$ cat src/rtl/c_fetch_realign_pkg.sv
// Shared definitions for the fetch realignment buffer: RVC quadrant codes,
// the canonical NOP encoding and the presented-instruction record.
package c_fetch_realign_pkg;

    localparam logic [1:0]  RVC_C0     = 2'b00;
    localparam logic [1:0]  RVC_C1     = 2'b01;
    localparam logic [1:0]  RVC_C2     = 2'b10;
    localparam logic [1:0]  RVC_UNCOMP = 2'b11;

    localparam logic [31:0] C_NOP = 32'h0000_0013;

    // Instruction as presented to the decoder; carries PCs up to 32 bits.
    typedef struct packed {
        logic [31:0] inst;
        logic [31:0] pc;
        logic        comp;
        logic        zero;
    } realign_inst_t;

    // A halfword starts a 16-bit instruction unless its low two bits are 2'b11.
    function automatic logic is_comp(input logic [15:0] hw);
        return hw[1:0] != RVC_UNCOMP;
    endfunction

endpackage

$ cat src/rtl/c_hw_fifo.sv
// Circular halfword store: writes up to NHW halfwords per cycle (skipping a
// leading run), peeks the two oldest entries and pops one or two at a time.
module c_hw_fifo
    import c_fetch_realign_pkg::*;
#(
    parameter  int DEPTH_HW = 8,
    parameter  int NHW      = 2,
    localparam int PW       = $clog2(DEPTH_HW),
    localparam int CW       = PW + 1,
    localparam int SKW      = (NHW > 1) ? $clog2(NHW) : 1
) (
    input  logic               clk,
    input  logic               rst_n,
    input  logic               flush,
    input  logic               wr_en,
    input  logic [SKW-1:0]     wr_skip,
    input  logic [NHW*16-1:0]  wr_data,
    input  logic               pop_en,
    input  logic               pop_two,
    output logic [15:0]        hw0,
    output logic [15:0]        hw1,
    output logic [CW-1:0]      count
);

    logic [15:0]   mem [DEPTH_HW];
    logic [15:0]   wr_hw [NHW];
    logic [PW-1:0] rd_ptr_reg;
    logic [PW-1:0] wr_ptr_reg;
    logic [CW-1:0] count_reg;
    logic [CW-1:0] wr_n;
    logic [CW-1:0] pop_n;

    for (genvar gi = 0; gi < NHW; gi++) begin : g_unpack
        assign wr_hw[gi] = wr_data[gi*16 +: 16];
    end

    assign wr_n  = wr_en  ? (CW'(NHW) - CW'(wr_skip)) : '0;
    assign pop_n = pop_en ? (pop_two ? CW'(2) : CW'(1)) : '0;

    // Pointer and occupancy bookkeeping; flush empties the store.
    always_ff @(posedge clk or negedge rst_n) begin
        if (!rst_n) begin
            rd_ptr_reg <= '0;
            wr_ptr_reg <= '0;
            count_reg  <= '0;
        end else if (flush) begin
            rd_ptr_reg <= '0;
            wr_ptr_reg <= '0;
            count_reg  <= '0;
        end else begin
            rd_ptr_reg <= rd_ptr_reg + PW'(pop_n);
            wr_ptr_reg <= wr_ptr_reg + PW'(wr_n);
            count_reg  <= count_reg + wr_n - pop_n;
        end
    end

    // Storage write: halfwords skip..NHW-1 land contiguously from wr_ptr.
    always_ff @(posedge clk) begin
        if (wr_en && !flush) begin
            for (int i = 0; i < NHW; i++) begin
                if (i >= int'(wr_skip)) begin
                    mem[wr_ptr_reg + PW'(i - int'(wr_skip))] <= wr_hw[i];
                end
            end
        end
    end

    assign hw0   = mem[rd_ptr_reg];
    assign hw1   = mem[rd_ptr_reg + PW'(1)];
    assign count = count_reg;

endmodule

$ cat src/rtl/c_fetch_realign.sv
// Fetch realignment buffer: queues fetch halfwords and presents one 16- or
// 32-bit instruction per handshake with its exact PC and compressed flag.
module c_fetch_realign
    import c_fetch_realign_pkg::*;
#(
    parameter int FETCH_W  = 32,
    parameter int DEPTH_HW = 8,
    parameter int PC_W     = 32
) (
    input  logic               clk,
    input  logic               rst_n,
    input  logic               fetch_valid_i,
    output logic               fetch_ready_o,
    input  logic [FETCH_W-1:0] fetch_data_i,
    input  logic               redirect_i,
    input  logic [PC_W-1:0]    redirect_pc_i,
    output logic               inst_valid_o,
    input  logic               inst_ready_i,
    output logic [31:0]        inst_o,
    output logic [PC_W-1:0]    inst_pc_o,
    output logic               inst_comp_o,
    output logic               inst_zero_o
);

    localparam int NHW = FETCH_W / 16;
    localparam int PW  = $clog2(DEPTH_HW);
    localparam int CW  = PW + 1;
    localparam int SKW = (NHW > 1) ? $clog2(NHW) : 1;

    logic [SKW-1:0]  skip_reg;
    logic [PC_W-1:0] head_pc_reg;
    logic [15:0]     hw0;
    logic [15:0]     hw1;
    logic [CW-1:0]   count;
    logic            head_comp;
    logic            empty;
    logic            enq;
    logic            deq;
    realign_inst_t   head;
    logic            unused_pc_bit;

    assign unused_pc_bit = redirect_pc_i[0];

    c_hw_fifo #(
        .DEPTH_HW (DEPTH_HW),
        .NHW      (NHW)
    ) u_fifo (
        .clk      (clk),
        .rst_n    (rst_n),
        .flush    (redirect_i),
        .wr_en    (enq),
        .wr_skip  (skip_reg),
        .wr_data  (fetch_data_i),
        .pop_en   (deq),
        .pop_two  (!head_comp),
        .hw0      (hw0),
        .hw1      (hw1),
        .count    (count)
    );

    // Room for a whole fetch word, judged on current occupancy only.
    assign fetch_ready_o = (CW'(DEPTH_HW) - count) >= CW'(NHW);

    assign head_comp    = is_comp(hw0);
    assign empty        = (count == '0);
    assign inst_valid_o = head_comp ? (count >= CW'(1)) : (count >= CW'(2));

    assign enq = fetch_valid_i && fetch_ready_o && !redirect_i;
    assign deq = inst_valid_o && inst_ready_i && !redirect_i;

    // Head decode; an empty buffer presents zeros so nothing stale leaks out.
    always_comb begin
        head      = '0;
        head.pc   = 32'(head_pc_reg);
        if (!empty) begin
            head.inst = head_comp ? {16'h0000, hw0} : {hw1, hw0};
            head.comp = head_comp;
            head.zero = head_comp && (hw0 == 16'h0000);
        end
    end

    assign inst_o      = head.inst;
    assign inst_pc_o   = PC_W'(head.pc);
    assign inst_comp_o = head.comp;
    assign inst_zero_o = head.zero;

    // Skip count drops the halfwords below a misaligned redirect target.
    always_ff @(posedge clk or negedge rst_n) begin
        if (!rst_n) begin
            skip_reg <= '0;
        end else if (redirect_i) begin
            skip_reg <= redirect_pc_i[SKW:1];
        end else if (enq) begin
            skip_reg <= '0;
        end
    end

    // Head PC follows redirects and advances by the consumed instruction size.
    always_ff @(posedge clk or negedge rst_n) begin
        if (!rst_n) begin
            head_pc_reg <= '0;
        end else if (redirect_i) begin
            head_pc_reg <= {redirect_pc_i[PC_W-1:1], 1'b0};
        end else if (deq) begin
            head_pc_reg <= head_pc_reg + (head_comp ? PC_W'(2) : PC_W'(4));
        end
    end

endmodule

$ cat config.mk
export PLATFORM = sky130hd
export DESIGN_NAME = c_fetch_realign
export DESIGN_NICKNAME = d
export VERILOG_FILES = /design/src/rtl/c_fetch_realign_pkg.sv /design/src/rtl/c_hw_fifo.sv /design/src/rtl/c_fetch_realign.sv
export SDC_FILE = /design/constraint.sdc
export NUM_CORES = 1
export LEC_CHECK = 0
export ABC_AREA = 1
export CAP_MARGIN = 10
export CELL_PAD_IN_SITES_DETAIL_PLACEMENT = 2
export CELL_PAD_IN_SITES_GLOBAL_PLACEMENT = 2
export CORE_MARGIN = 2
export CORE_UTILIZATION = 35
export DETAILED_ROUTE_END_ITERATION = 10
export GPL_TIMING_DRIVEN = 0
export MAX_ROUTING_LAYER = met4
export PLACE_DENSITY = 0.89
export SLEW_MARGIN = 40
export SYNTH_ARGS = -nofsm -noshare
export SYNTH_HDL_FRONTEND = slang
export SYNTH_SLANG_ARGS = --single-unit
export TNS_END_PERCENT = 30
$ cat constraint.sdc
create_clock -name clk -period 6.2 [get_ports clk]
set_input_delay 0.93 -clock clk [delete_from_list [all_inputs] [get_ports clk]]
set_output_delay 0.93 -clock clk [all_outputs]
set_load 0.05 [all_outputs]
* After elaboration in Yosys (flattened, before gate mapping)
Memories as Yosys holds them, arrays and structs flattened.
Cells that the tools add are included.
** Operators by class
- $add $sub $neg :: 12
- Reduce and logical (&&, ||, !) cells :: 11
- Equal/unequal tests :: 1
- Magnitude comparators :: 4
- Mux-type cells :: 20
** Operators with widths (number)
- $mux 32 :: 4
- $add 32x3->32 :: 1
- $logic_not 16->1 :: 1
- $add 3x3->3 :: 4
- $mux 4 :: 3
- $mux 3 :: 3
- $ge 4x2->1 const B :: 2
- $mux 1 :: 8
- $logic_and 1x1->1 :: 6
- $add 4x4->4 :: 1
- $ge 4x1->1 const B :: 1
- $logic_not 4->1 :: 1
- $mux 2 :: 2
- $reduce_bool 2->1 :: 2
- $sub 1x1->2 const A :: 2
- $sub 4x4->4 :: 1
- $sub 4x4->4 const A :: 1
- $add 3x1->3 const B :: 1
- $sub 2x1->3 const A :: 1
- $ne 2x2->1 const B :: 1
- $ge 1x1->1 const A :: 1
- $logic_not 1->1 :: 1
** Storage, ports and cells
- Memories :: 1
- Output and inout bits :: 68
- RAM bits :: 128
- Bits of input ports :: 69
- Logic and storage cells :: 54
- Bits in registers :: 43
** Memories
- u_fifo.mem :: words 8, bits a word 16, rd ports 2, clocked after memory_dff 0, wr ports 2, line c_hw_fifo.sv:25 : logic [15:0] mem [DEPTH_HW];

* Depth between registers and ports, before layout
Gate-level depths: netlist (run 1).
- Word-level depth :: 8
- Gate-level depth with buffers :: 24
- Gate-level depth less buffers :: 20

* Cells and area by module
A second synthesis (run 1) with hierarchy kept.
** Second synthesis, totals
- Cell total of the unflattened synthesis :: 1642
- Area total of the unflattened synthesis :: 12039.0 um2
** By module, submodules not included
- c_hw_fifo :: cells an instance 1167, area each 9155.0 um2, seq. area each 4093.9 um2, times used 1
- c_fetch_realign :: cells an instance 475, area each 2884.0 um2, seq. area each 800.8 um2, times used 1

* Worst setup path before layout (run 1)
Ideal clock, no wire load.
- Path type :: reg-to-output
- From :: register u_fifo.rd_ptr_reg[0]
- To :: output port inst_zero_o
- Stages on the path, launching flop included :: 14
- Path buffers :: 2
- Arrival :: 2.750 ns
- Path slack :: 2.520 ns
- Required time :: 5.270 ns
- Cells stage by stage :: dfrtp_1 -> buf_4 -> inv_2 -> buf_4 -> nand2_1 -> nand3_1 -> nand2_1 -> nand2_1 -> nand2_1 -> nand2_1 -> inv_1 -> nor2_1 -> nand3_1 -> nor2_1
** On the way
- Longest elaborated chain between the ends :: 4
- Elaborated cells on any way between the ends :: 5
- Those cells by class :: 1 x eq/ne; 1 x mux; 2 x reduce/logical; 1 x memory
** RTL lines
- start, declared :: line c_hw_fifo.sv:27 : logic [PW-1:0] rd_ptr_reg;
- start signal, assigned :: line c_hw_fifo.sv:51 : rd_ptr_reg <= rd_ptr_reg + PW'(pop_n);
- $mem_v2 8x16 (*)
- $logic_not 16->1 / $ne 2x2->1 (equally long branches) :: line c_fetch_realign.sv:78, c_fetch_realign_pkg.sv:22
- $logic_and 1x1->1 (*) :: line c_fetch_realign.sv:78 : head.zero = head_comp && (hw0 == 16'h0000);
- $mux 2 (*) :: line c_fetch_realign.sv:75 : if (!empty) begin
- end, declared :: line c_fetch_realign.sv:22 : output logic inst_zero_o
Every way passes the cells marked *; elsewhere a longest branch is shown, timed or not.

* Worst setup path in the final report (run 1)
- From :: register u_fifo.rd_ptr_reg[1]
- To :: register head_pc_reg[29] (netlist: inst_pc_o[29])
** On the way
- Longest elaborated chain between the ends :: 6
- Elaborated cells on any way between the ends :: 10
- Those cells by class :: 1 x add/sub; 1 x eq/ne; 4 x mux; 3 x reduce/logical; 1 x memory
** RTL lines
- $mem_v2 8x16 (*)
- $ne 2x2->1 (*) :: line c_fetch_realign_pkg.sv:22 : return hw[1:0] != RVC_UNCOMP;
- $mux 3 / $mux 1 (equally long branches) :: line c_fetch_realign.sv:105, c_fetch_realign.sv:66
- $add 32x3->32 / $logic_and 1x1->1 (equally long branches) :: line c_fetch_realign.sv:105, c_fetch_realign.sv:69
- $mux 32 / $logic_and 1x1->1 (equally long branches) :: line c_fetch_realign.sv:104, c_fetch_realign.sv:69
- $mux 32 / $reduce_bool 2->1 (equally long branches)
- end signal, assigned :: line c_fetch_realign.sv:103 : head_pc_reg <= {redirect_pc_i[PC_W-1:1], 1'b0};
- end signal, assigned :: line c_fetch_realign.sv:105 : head_pc_reg <= head_pc_reg + (head_comp ? PC_W'(2) : PC_W'(4));
- end, declared :: line c_fetch_realign.sv:31 : logic [PC_W-1:0] head_pc_reg;
Every way passes the cells marked *; elsewhere a longest branch is shown, timed or not. The select of a mux whose other input is x is not followed.
A chain may end at the register's enable or synchronous reset.

==> flow_summary_export.csv, run 1 <==
group,metric,value,unit
synth,synthesis.area,11670,sq um
synth,yosysUniqueCellTypes,40,
finish,largest_reg_flops,128,
die,core,32700,sq um
critical_path,worstPathRequired,6550,ps
grt,grt_overflow_total,0,
synth,ys_top_cells_by_count,"640 x nand2_1, 170 x nor2_1, 138 x o21ai_0, 128 x edfxtp_1, 113 x inv_1",
critical_path,crit_arrival,5400,ps
cts,htree_levels,4,
cts,ctsHoldBuffers,0,
sta,fmax,198.0,MHz
worst_hold_path,hp-class,"input pin to asynchronous set/reset pin",
critical_path,crit_chain,"clkinv_1 -> nand3_1 -> nand2_1 -> nand2_1 -> nand2_1 -> nand2_1 -> buf_2 -> buf_2 -> ha_1 -> fa_1 -> inv_1 -> nor3_2 -> inv_1 -> nor2_1 -> nand2_1 -> nand2_1 -> nand2_1 -> nand2_1 -> nand2_1 -> nand2_1 -> nand2_1",
die,ios,137,
critical_path,critical-path-top-delay-family,"simple AND/OR/NAND/NOR gates",
sta,rsz0062_at_grt,"no",
critical_path,crit_path_max_fanout,10,
cts,clk_latency,460,ps
synth,ys.warnings.count,0,
finish,area_growth,20.64,%
cts,post_cts_buffers,0,
synth,synth.most_common_cell,"nand2_1",
run,drv_cap,0,
power_and_ir_drop,power.density,453.5,nW/um^2
die,start_util,0.3569,
grt,track_usage,0.3832,
critical_path,path_buf_inv,5,
grt,grt_first_pass_wirelength,97.03,mm
critical_path,worst_setup_path_start_kind,"register",
detailed_routing,wire_per_inst,28.89,um
synth,synth.yosys.seq_area_share,0.4194,
cts,root_buffer,"clkbuf_16",
grt,first_global_vias,14610,
placed_design,portBuffers,101,
detailed_routing,wirelength,65.09,mm
synth,synth_flop_cell,"edfxtp_1",
synth,synth_largest_area_cell,"edfxtp_1",
cts,cts-resized-gates,0,
die,die_w,186.6,um
synth,synth-seq-cells,170,
synth,postSynthCellCount,1666,
detailed_routing,firstDrtPassIters,5,
sta,period_minus_slack,5050,ps
die,die-area,34820,sq um
synth,synthTopCellsByArea,"edfxtp_1 33%, nand2_1 21%, dfrtp_1 9.0%",
grt,antenna_found_initial,3,
placed_design,dp_hpwl,46.32,mm
detailed_routing,vias,13370,
sta,period_share,0.8145,
synth,syn_nets,1757,
critical_path,crit_slowest_cell,"nor3_2",
sta,finalHoldViolCount,0,
finish,layout-drive-gt1-share,0.07467,
synth,synth-edff-count,128,
cts,cts_tree,"done",
detailed_routing,detail-route-antenna-nets,0,
critical_path,critPathKind,"register to register",
placed_design,place_congestion,0.9094,
sta,worstMarginPinSlew,828.1,ps
detailed_routing,drc,0,
critical_path,end_kind,"register",
synth,async_reset_ff_frac,0.2471,
critical_path,critPathMaxStageDelay,580,ps
sta,worst_clock_skew,18.33,ps
cts,cts_buffer_depth,2,
detailed_routing,vias_per_cell,5.933,
sta,tns,0,ps
sta,drv_slew,0,
cts,cts.sinks,170,
sta,slew_headroom,0.4479,
critical_path,crit_top_cell,"nand2_1",
sta,setup_viol,0,
finish,nNetsFinal,1886,
die,fp.dieH,186.6,um
synth,synth.top_cell.area_share,0.3294,
cts,clk_pin_slew,80,ps
power_and_ir_drop,total_leakage_power,6.143,nW
power_and_ir_drop,finalPower,0.006384,W
critical_path,r2r_setup_slack,1150,ps
synth,avgSynthCellArea,7.005,sq um
cts,cts_made_buffers,17,
grt,grt_max_degree,35,
detailed_routing,drt-initial-drc-count,1286,
power_and_ir_drop,vdd_ir_drop_max,0.2593,mV
die,rows,66,
status,status,"completed",
-- cells by family (layout without fill, tap and decap cells) --
group / count (synthesis) / after routing / share of synthesized area
buffers and inverters: 236 / 378 / 0.08749
AOI/OAI and AO/OA: 260 / 260 / 0.1213
adders and majority gates: 22 / 22 / 0.02745
DFF: 170 / 170 / 0.4194
and+or+nand+nor: 968 / 968 / 0.3367
other: 1 / 4 / 0.0003213
xor gates and xnor gates: 9 / 9 / 0.007398
-- layout make-up --
type	instances	area (sq um)
Timing Repair Buffer	110	1154
Clock inverter	15	173.9
Buffer	117	571.8
Multi-Input combinational cell	1260	5849
Clock buffer	17	425.4
Fill cell	3852	18620
Tap cell	442	553.0
Sequential cell	170	4895
Antenna cell	3	7.507
Inverter	119	449.2
-- cells in the final DEF, fill, tap and decap left out, drive strengths merged, types with 4 or more instances in the layout --
cell type	n
o21ai	146
nand4	6
nand3b	4
inv	119
edfxtp	128
nor2	182
o211ai	40
nand3	105
xor2	5
fa	6
xnor2	4
a21oi	68
dfrtp	42
clkinv	8
clkdlybuf4s50	100
nor3	17
clkbuf	56
clkinvlp	4
nand2	650
ha	16
buf	88
-- power by group --
group	switching [W]	internal, W	total [W]
sequential	0.000243	0.00142	0.00166
combinational	0.00256	0.000990	0.00355
clock	0.000537	0.000635	0.00117
-- metrics by stage --
stage | util | cells | instance area [sq um] | hold WS (ps) | setup slack [ps]
2_1_floorplan | - | 1666 | 11670 | 555.9 | 2520
3_3_place_gp | 0.4047 | 2209 | 13230 | 554.0 | 1187
3_5_place_dp | 0.4120 | 2218 | 13470 | 567.7 | 1392
4_1_cts | 0.4303 | 2250 | 14070 | 290.2 | 1301
5_1_grt | 0.4305 | 2253 | 14080 | 294.0 | 948.1
6_report | 0.4305 | 2253 | 14080 | 289.9 | 1150
-- worst register-to-register path, stage by stage (launching register included) --
cell and delay, ps:
dfrtp_1 560, clkinv_1 490, nand3_1 240, nand2_1 80
nand2_1 80, nand2_1 170, nand2_1 180, buf_2 340
buf_2 420, ha_1 300, fa_1 380, inv_1 130
nor3_2 580, inv_1 200, nor2_1 250, nand2_1 110
nand2_1 80, nand2_1 70, nand2_1 80, nand2_1 80
nand2_1 80, nand2_1 60
-- final timing paths --
check / to / start / cells after the start
min: inst_pc_o[21] / rst_n / 1
max: inst_pc_o[29] / u_fifo.rd_ptr_reg[1] / 21
max in group asynchronous: u_fifo.count[2] / rst_n / 2
min in group clk: inst_pc_o[20] / inst_pc_o[20] / 2
min reg2reg: inst_pc_o[20] / inst_pc_o[20] / 2
max reg2reg: inst_pc_o[29] / u_fifo.rd_ptr_reg[1] / 21
-- metal layers --
layer	GRT usage	vias up	wire, um
met2	0.6430	757	31960
met1	0.4425	6748	24920
met4	0.1853	0	3314
met3	0.06996	214	4895
li1	-	5648	-
met5	-	-	0
Note: power is estimated with default switching activity, not from simulation.
==> run 2: changes to the inputs <==
Settings changed: CORE_UTILIZATION 35 to 29, PLACE_DENSITY 0.89 to 0.79.
Clock period 6.2 ns to 4.1 ns, I/O delays scaled along.
==> run 2 against run 1 <==
Compared with the run above: non-clock buffer count stayed put; die area is 20% higher; combinational power is 45% higher; design area is 1.2% higher; sequential share of layout area is 0.40 points lower; routed wire length is 15% lower; sequential power is 50% higher; critical endpoint is now u_fifo.count[3].
==> flow_summary_export.csv, run 2 (same netlist as run 1, synthesis figures left out) <==
group,metric,value,unit
status,status,"completed",
sta,period_share,0.9750,
run,drv_cap,0,
critical_path,crit_arrival,4370,ps
cts,clk_pin_slew,80,ps
grt,grt_overflow_total,0,
detailed_routing,vias_per_cell,5.245,
detailed_routing,detail-route-antenna-nets,0,
power_and_ir_drop,power.density,651.3,nW/um^2
finish,area_growth,22.08,%
finish,layout-drive-gt1-share,0.09015,
placed_design,dp_hpwl,43.04,mm
finish,final_cell_mix,"637 x nand2_1, 168 x nor2_1, 137 x o21ai_0, 128 x edfxtp_1, 113 x inv_1",
placed_design,dpl.cell_count,2298,
critical_path,worst_setup_path_start_kind,"register",
cts,root_buffer,"clkbuf_16",
sta,tns,0,ps
die,core,39730,sq um
worst_hold_path,hp-class,"input pin to asynchronous set/reset pin",
detailed_routing,vias,12270,
grt,track_usage,0.2755,
finish,largest_reg_flops,128,
detailed_routing,wire_per_inst,23.71,um
sta,drv_slew,0,
critical_path,end_kind,"register",
sta,worstMarginPinSlew,813.9,ps
placed_design,place_congestion,0.9247,
die,fp.dieH,204.6,um
cts,cts_made_buffers,17,
sta,slew_headroom,0.4574,
die,die-area,41860,sq um
die,die_w,204.6,um
sta,fmax,250.1,MHz
critical_path,r2r_setup_slack,100,ps
power_and_ir_drop,total_leakage_power,6.478,nW
cts,clk_latency,450,ps
detailed_routing,wirelength,55.49,mm
grt,grt_first_pass_wirelength,83.41,mm
finish,nNetsFinal,1886,
sta,worst_clock_skew,13.31,ps
finish,post-route-util,0.3586,
grt,antenna_found_initial,7,
cts,cts.sinks,170,
detailed_routing,drt-initial-drc-count,948,
critical_path,r2r_cells,19,
critical_path,critPathKind,"register to register",
sta,period_minus_slack,3998,ps
cts,cts_buffer_depth,2,
grt,grt_max_degree,35,
detailed_routing,firstDrtPassIters,5,
placed_design,portBuffers,101,
cts,cts_tree,"done",
sta,rsz0062_at_grt,"yes",
critical_path,reg2reg_to,"u_fifo.count[3]",
grt,first_global_vias,13160,
sta,finalHoldViolCount,0,
finish,final_cell_count_no_fill,2340,
sta,setup_viol,0,
detailed_routing,drc,0,
cts,htree_levels,4,
power_and_ir_drop,vdd_ir_drop_max,0.3646,mV
die,ios,137,
die,start_util,0.2937,
critical_path,worstPathRequired,4470,ps
die,rows,73,
critical_path,crit_path_max_fanout,10,
finish,final_common_cell,"nand2_1",
critical_path,regToRegStartpoint,"u_fifo.rd_ptr_reg[0]",
run 2: cell count changes in the layout (fill, tap and decap cells not counted), sizes merged:
cell and change:
dlygate4sd3 +1, buf -1, clkbuf +1, bufinv -3, diode +4, dlymetal6s2s +17, clkdlybuf4s50 -18, clkinvlp -2
clkinv -1, inv +6
run 2: cell type report:
cell class | instances | area [sq um]
plain buffers | 117 | 599.3
well taps | 525 | 656.9
flip-flops and latches | 170 | 4896
clock inverters | 15 | 152.6
inverters | 119 | 450.4
diodes | 7 | 17.52
fillers | 4734 | 25490
repair buffers | 110 | 1159
multi-input cells | 1260 | 5889
clock buffers | 17 | 425.4
run 2: per-layer routing:
layer / part of all wire / up-vias / track usage / routed length, um
met5: 0 / - / - / 0
met4: 0.022 / 0 / 0.08411 / 1231
met3: 0.045 / 64 / 0.03611 / 2501
met2: 0.49 / 347 / 0.4628 / 27260
met1: 0.44 / 6210 / 0.3446 / 24500
li1: - / 5653 / - / -
run 2: report_power, final:
part	leakage [nW]	switching, W	internal, W
Combinational	4.51	0.00364	0.00150
Sequential	1.69	0.000339	0.00215
Clock	0.280	0.000832	0.000813
Total	6.48	0.00482	0.00446
run 2: metrics by stage:
step / hold slack, ps / total power (W) / instance area (sq um) / setup WS, ps
CTS: 510.4 / 0.009285 / 14160 / -170.5
global placement: 557.8 / 0.007392 / 13340 / -1145
global route: 539.8 / 0.009782 / 14250 / -136.6
floorplan: 319.4 / 0.005631 / 11670 / 626.5
finish: 525.2 / 0.009278 / 14250 / 102.4
detailed placement: 465.2 / 0.007576 / 13520 / -789.2
run 2: what timing repair did:
item / in CTS / in global routing
gates resized for setup: 22 / 33
buffers inserted: 2 / 0
setup endpoints to repair: 45 / 43
hold buffers: 1 / 0
hold endpoints to repair: 8 / 0
pin swaps: 1 / 0
run 2: worst max path at each step:
stage,end,cells after the start,startpoint,slack [ps]
5_1_grt,u_fifo.count[3],20,u_fifo.rd_ptr_reg[0],-140
4_1_cts,inst_o[30],8,u_fifo.rd_ptr_reg[1],-170
6_report,u_fifo.count[3],19,u_fifo.rd_ptr_reg[0],100
3_5_place_dp,inst_pc_o[25],21,u_fifo.rd_ptr_reg[1],-790
3_3_place_gp,inst_pc_o[25],21,u_fifo.rd_ptr_reg[1],-1140
2_1_floorplan,u_fifo.count[3],14,u_fifo.count[1],630
run 2: worst max-delay path, stage by stage (launching register included):
cell and delay [ps]:
dfrtp_1 480, buf_4 210, buf_4 190, nand2_1 80, nand3_1 70, nand2_1 80
nand2_1 70, nand2_1 280, nand2_1 170, nand2_2 120, nand3_2 190, buf_2 300
nor3_2 270, fa_1 480, inv_1 110, ha_1 240, a21o_1 160, a21oi_1 160
o21ai_0 100, a21oi_1 150
==> run 3: changes to the inputs <==
Settings changed: CTS_CLUSTER_SIZE set to 24.
==> results of run 3 <==
The final DEF is identical to that of run 2; final timing and power are the same.
